`config.mk`:
```
export PLATFORM = sky130hd
export DESIGN_NAME = vga_scan_gen
export DESIGN_NICKNAME = d
export VERILOG_FILES = /design/src/rtl/vga_scan_gen.sv
export SDC_FILE = /design/constraint.sdc
export NUM_CORES = 1
export LEC_CHECK = 0
export CAP_MARGIN = 20
export CORE_MARGIN = 4
export CORE_UTILIZATION = 43
export DETAILED_ROUTE_END_ITERATION = 12
export PLACE_DENSITY = 0.82
export SLEW_MARGIN = 20
export SYNTH_ARGS = -nofsm -noshare
export SYNTH_HDL_FRONTEND = slang
export SYNTH_SLANG_ARGS = --single-unit
```
`constraint.sdc`:
```
create_clock -name clk_25Hz -period 2 [get_ports clk_25Hz]
set_input_delay 0.6 -clock clk_25Hz [delete_from_list [all_inputs] [get_ports clk_25Hz]]
set_output_delay 0.6 -clock clk_25Hz [all_outputs]
set_load 0.01 [all_outputs]
```
`src/rtl/vga_scan_gen.sv`:
```
// vga_scan_gen: raster counters, sync generation and pixel output stage.
// Syncs and blanking are delayed to line up with pixel_in from the pixel generator.
module vga_scan_gen #(
  parameter int H_ACTIVE  = 640,
  parameter int H_FP      = 16,
  parameter int H_SYNC    = 96,
  parameter int H_BP      = 48,
  parameter int V_ACTIVE  = 480,
  parameter int V_FP      = 10,
  parameter int V_SYNC    = 2,
  parameter int V_BP      = 33,
  parameter int PIXEL_LAT = 1
) (
  input  logic        clk_25Hz,
  input  logic        rst,
  input  logic [11:0] pixel_in,
  output logic [9:0]  h_cnt,
  output logic [9:0]  v_cnt,
  output logic        valid,
  output logic        hsync,
  output logic        vsync,
  output logic [3:0]  vgaRed,
  output logic [3:0]  vgaGreen,
  output logic [3:0]  vgaBlue,
  output logic        frame_start,
  output logic [15:0] frame_cnt
);

  localparam int H_TOTAL = H_ACTIVE + H_FP + H_SYNC + H_BP;
  localparam int V_TOTAL = V_ACTIVE + V_FP + V_SYNC + V_BP;

  localparam logic [9:0] H_LAST = 10'(H_TOTAL - 1);
  localparam logic [9:0] V_LAST = 10'(V_TOTAL - 1);
  localparam logic [9:0] H_ACT  = 10'(H_ACTIVE);
  localparam logic [9:0] V_ACT  = 10'(V_ACTIVE);
  localparam logic [9:0] HS_BEG = 10'(H_ACTIVE + H_FP);
  localparam logic [9:0] HS_END = 10'(H_ACTIVE + H_FP + H_SYNC);
  localparam logic [9:0] VS_BEG = 10'(V_ACTIVE + V_FP);
  localparam logic [9:0] VS_END = 10'(V_ACTIVE + V_FP + V_SYNC);

  logic [9:0]  h_q, h_d;
  logic [9:0]  v_q, v_d;
  logic [15:0] fcnt_q, fcnt_d;
  logic        fs_q, fs_d;
  logic        line_end, frame_end;
  logic        hs_raw, vs_raw;

  logic [PIXEL_LAT-1:0] vld_dly_q;
  logic [PIXEL_LAT-1:0] hs_dly_q;
  logic [PIXEL_LAT-1:0] vs_dly_q;

  logic        hs_q, vs_q;
  logic [11:0] rgb_q, rgb_d;

  always_comb begin
    line_end  = (h_q == H_LAST);
    frame_end = line_end && (v_q == V_LAST);
    h_d       = line_end ? 10'd0 : h_q + 10'd1;
    v_d       = v_q;
    if (line_end)
      v_d = frame_end ? 10'd0 : v_q + 10'd1;
    fcnt_d    = frame_end ? fcnt_q + 16'd1 : fcnt_q;
    fs_d      = frame_end;
    hs_raw    = !((h_q >= HS_BEG) && (h_q < HS_END));
    vs_raw    = !((v_q >= VS_BEG) && (v_q < VS_END));
    rgb_d     = vld_dly_q[PIXEL_LAT-1] ? pixel_in : 12'h000;
  end

  assign valid = (h_q < H_ACT) && (v_q < V_ACT);

  always_ff @(posedge clk_25Hz) begin
    if (!rst) begin
      h_q       <= '0;
      v_q       <= '0;
      fcnt_q    <= '0;
      fs_q      <= 1'b0;
      vld_dly_q <= '0;
      hs_dly_q  <= '1;
      vs_dly_q  <= '1;
      hs_q      <= 1'b1;
      vs_q      <= 1'b1;
      rgb_q     <= '0;
    end else begin
      h_q          <= h_d;
      v_q          <= v_d;
      fcnt_q       <= fcnt_d;
      fs_q         <= fs_d;
      vld_dly_q[0] <= valid;
      hs_dly_q[0]  <= hs_raw;
      vs_dly_q[0]  <= vs_raw;
      for (int i = 1; i < PIXEL_LAT; i++) begin
        vld_dly_q[i] <= vld_dly_q[i-1];
        hs_dly_q[i]  <= hs_dly_q[i-1];
        vs_dly_q[i]  <= vs_dly_q[i-1];
      end
      hs_q  <= hs_dly_q[PIXEL_LAT-1];
      vs_q  <= vs_dly_q[PIXEL_LAT-1];
      rgb_q <= rgb_d;
    end
  end

  assign h_cnt       = h_q;
  assign v_cnt       = v_q;
  assign hsync       = hs_q;
  assign vsync       = vs_q;
  assign vgaRed      = rgb_q[11:8];
  assign vgaGreen    = rgb_q[7:4];
  assign vgaBlue     = rgb_q[3:0];
  assign frame_start = fs_q;
  assign frame_cnt   = fcnt_q;

endmodule

```
==> flow_metrics.py <==
metrics = {
    "critical_path": {
        "critical_path.cell_chain": "buf_4 -> clkdlybuf4s50_1",
        "cp_top_family": "buffers and inverters",
        "crit_fanout": 5,
        "cp-end-kind": "output pin",
        "crit_type": "reg2out",
        "startpoint": "h_cnt[4]$_SDFF_PP0_",
        "slowest_delay_ns": 0.53,
        "crit_cells": 2,
        "critPathLaunchType": "flip-flop",
        "ff2ff_path_depth": 6,
        "cp_slowest_cell": "clkdlybuf4s50_1",
        "cp_data_required_time_ns": 1.40,
        "cp.arrival_ns": 1.36,
        "rr_startpoint": "h_cnt[8]$_SDFF_PP0_",
        "rrSetupSlack_ns": 0.08,
        "path_buf_inv": 2,
    },
    "timing": {
        "finalCritPeriodShare": 0.9785,
        "clock_skew_ns": 0.002603,
        "period_needed_ns": 1.957,
        "slew_viol_final": 0,
        "worst_pin_slew_ns": 0.4204,
        "finalSetupViolations": 0,
        "fmax_mhz": 511.0,
        "setup_slack_ns": 0.04297,
        "relSlewSlack": 0.7187,
        "hold_viol": 0,
    },
    "power_and_ir_drop": {
        "power.leakage_nw": 1.233,
        "fin_total_pwr_mw": 1.837,
        "ir_drop_v": 0.0003606,
        "power_density_nw_per_um2": 540.9,
    },
    "route": {
        "ant_nets": 0,
        "drtIter0Drc": 136,
        "drt_pass1_iterations": 4,
        "drt_wl_total_um": 6123,
        "vias": 2287,
        "routed_via_density": 5.471,
        "routedWlPerCell_um": 14.65,
        "drc": 0,
    },
    "clock_network": {
        "numCtsBuffers": 5,
        "htreeDepth": 2,
        "cts_tree": "yes",
        "ctsRootBufferMaster": "clkbuf_8",
        "clock_latency_ns": 0.31,
        "cts_sinks": 54,
        "cts_hold_buffers": 0,
        "clkSlewWorstSetupHoldPaths_ns": 0.10,
        "clockBufferDepth": 2,
    },
    "die": {
        "fp.coreArea_um2": 5205,
        "start_util": 0.4495,
        "die_h_um": 81.77,
        "fp.dieW_um": 81.77,
        "ios": 66,
        "dieArea_um2": 6686,
        "fp-row-count": 26,
    },
    "logic_synthesis": {
        "synth_top_family_by_area": "simple AND/OR/NAND/NOR gates",
        "avgSynthCellArea_um2": 8.930,
        "synth_compound_area_frac": 0.09733,
        "ys_ff_latch": 54,
        "synth_edf_count": 0,
        "yosysWarnings": 0,
        "synth_top_flop_cell": "dfxtp_1",
        "synth.distinct_cells": 34,
        "syn_nets": 282,
        "synth_xor_area_frac": 0.04492,
        "synth-adder-area-share": 0.03209,
        "synth_mux_area_frac": 0.01711,
        "synth_area_um2": 2340,
        "async_flop_share": 0,
        "syn_inst": 262,
        "yosysSeqAreaShare": 0.4620,
        "synth-simple-area-share": 0.3086,
    },
    "final_layout": {
        "fin_cells": 418,
        "fillers": 426,
        "multiInputGateArea_um2": 1235,
        "fin_nets": 367,
        "diodes": 0,
        "syn_to_final_growth_pct": 45.13,
        "layout-drive-gt1-share": 0.1753,
        "ff_latch_area_um2": 1099,
    },
    "global_route": {
        "overflow": 0,
        "antenna_found_initial": 0,
        "grt_max_degree": 25,
        "grt.total_usage": 0.1816,
        "first_global_vias": 2084,
        "grt_pass1_wl_um": 9584,
    },
    "run_status": {
        "outcome": "finished clean",
    },
    "place": {
        "port-buffer-count": 65,
        "gp_congestion": 0.8110,
        "dp_slack_ns": 0.02449,
        "hpwl_um": 4334,
        "post-place-cells": 406,
    },
    "run": {
        "max-cap-violations": 0,
    },
    "hold_path": {
        "min_from": "vs_dly_q$_SDFF_PN1_",
        "min_path_type": "reg2reg",
        "whs_path_depth": 1,
    },
}
report_power, final:
group          switching (mW)  internal [mW]  total, mW
logic                  0.0466         0.0656      0.112
clock network           0.370          0.253      0.623
registers              0.0105           1.09       1.10
total                   0.427           1.41       1.84
cell families after synthesis:
| group | count (synthesis) |
|---|---|
| AOI/OAI and AO/OA | 38 |
| DFF | 54 |
| adders and majority gates | 6 |
| buffers and inverters | 21 |
| xor gates and xnor gates | 12 |
| muxes | 4 |
| and+or+nand+nor | 127 |
flip-flops by register name, indices dropped and copies added, names as in the netlist:
register     cells
frame_cnt       16
rgb_q           12
h_cnt           10
v_cnt           10
frame_start      1
hs_dly_q         1
hsync            1
vld_dly_q        1
vs_dly_q         1
vsync            1
metal layers:
layer	global-route usage	wire, um
met5	0	0
met4	0.04153	70
met3	0.04715	392
met2	0.3215	3024
met1	0.2191	2636
through the flow:
step           hold slack (ns)  utilization  setup TNS (ns)  cell area (um^2)
6_report                0.4189       0.6524               0              3396
5_1_grt                 0.4412       0.6524        -0.01384              3396
4_1_cts                 0.4188       0.6315               0              3287
3_5_place_dp            0.3953       0.6127               0              3189
3_3_place_gp            0.3937       0.6127               0              3189
2_1_floorplan           0.3863            -               0              2346
worst reg2reg max path, cell delays in order, from the launching register on:
cell and delay, ns:
dfxtp_1 0.40, buf_4 0.15, and3b_1 0.27, buf_4 0.17, nand4_1 0.20, nor4_1 0.44, mux2i_1 0.22
synth_stat cells (all sizes together), types with 2 or more instances:
library cell	count	area [um^2]
dfxtp	54	1081
nand2	20	75.07
a21oi	18	90.09
nor2	18	67.56
and3	17	106.4
nand3	17	85.08
or4	14	105.1
o31ai	12	90.09
clkbuf	8	30.03
inv	8	30.03
nand4	8	50.05
xnor2	7	61.31
ha	6	75.07
nand2b	6	37.54
nor3	6	30.03
o21ai	6	30.02
buf	5	28.78
nor4	5	31.28
xor2	5	43.79
and4	4	35.03
mux2i	4	40.04
or3	4	25.02
and4bb	2	25.02
timing repair:
| action | in CTS | in global routing |
|---|---|---|
| endpoints found under the hold margin | 0 | 0 |
| setup buffers | 0 | 3 |
| pin swaps | 0 | 1 |
| cloned | 0 | 1 |
| resized for setup | 4 | 26 |
| endpoints found under the setup margin | 4 | 25 |
worst paths after layout:
kind / end
worst max register to register: frame_cnt[15]$_SDFFE_PN0P_
worst min-delay path: vsync$_SDFF_PN1_
worst min register to register: vsync$_SDFF_PN1_
worst max-delay path: h_cnt[4]
cell type report:
cell class | instances | area share
repair buffers | 91 | 0.2506
flip-flops and latches | 54 | 0.3235
clock buffers | 5 | 0.02027
inverters | 8 | 0.008843
clock inverters | 3 | 0.007369
multi-input cells | 187 | 0.3637
well taps | 70 | 0.02579
placed cells by master, fill, tap and decap left out, drive strengths merged, types with 2 or more instances in the layout:
cell type      instances
ha                     6
nand2                 20
and4bb                 2
inv                    9
xor2                   5
and3                  17
o21ai                  6
and4                   4
nor2                  18
dfxtp                 54
clkdlybuf4s50         62
or3                    4
xnor2                  7
a21oi                 18
buf                   26
clkbuf                 5
nor4                   5
or4                   14
nand2b                 6
nor3                   6
o31ai                 12
dlymetal6s2s           2
mux2i                  4
nand3                 17
nand4                  8
(Power assumes the default switching activity.)
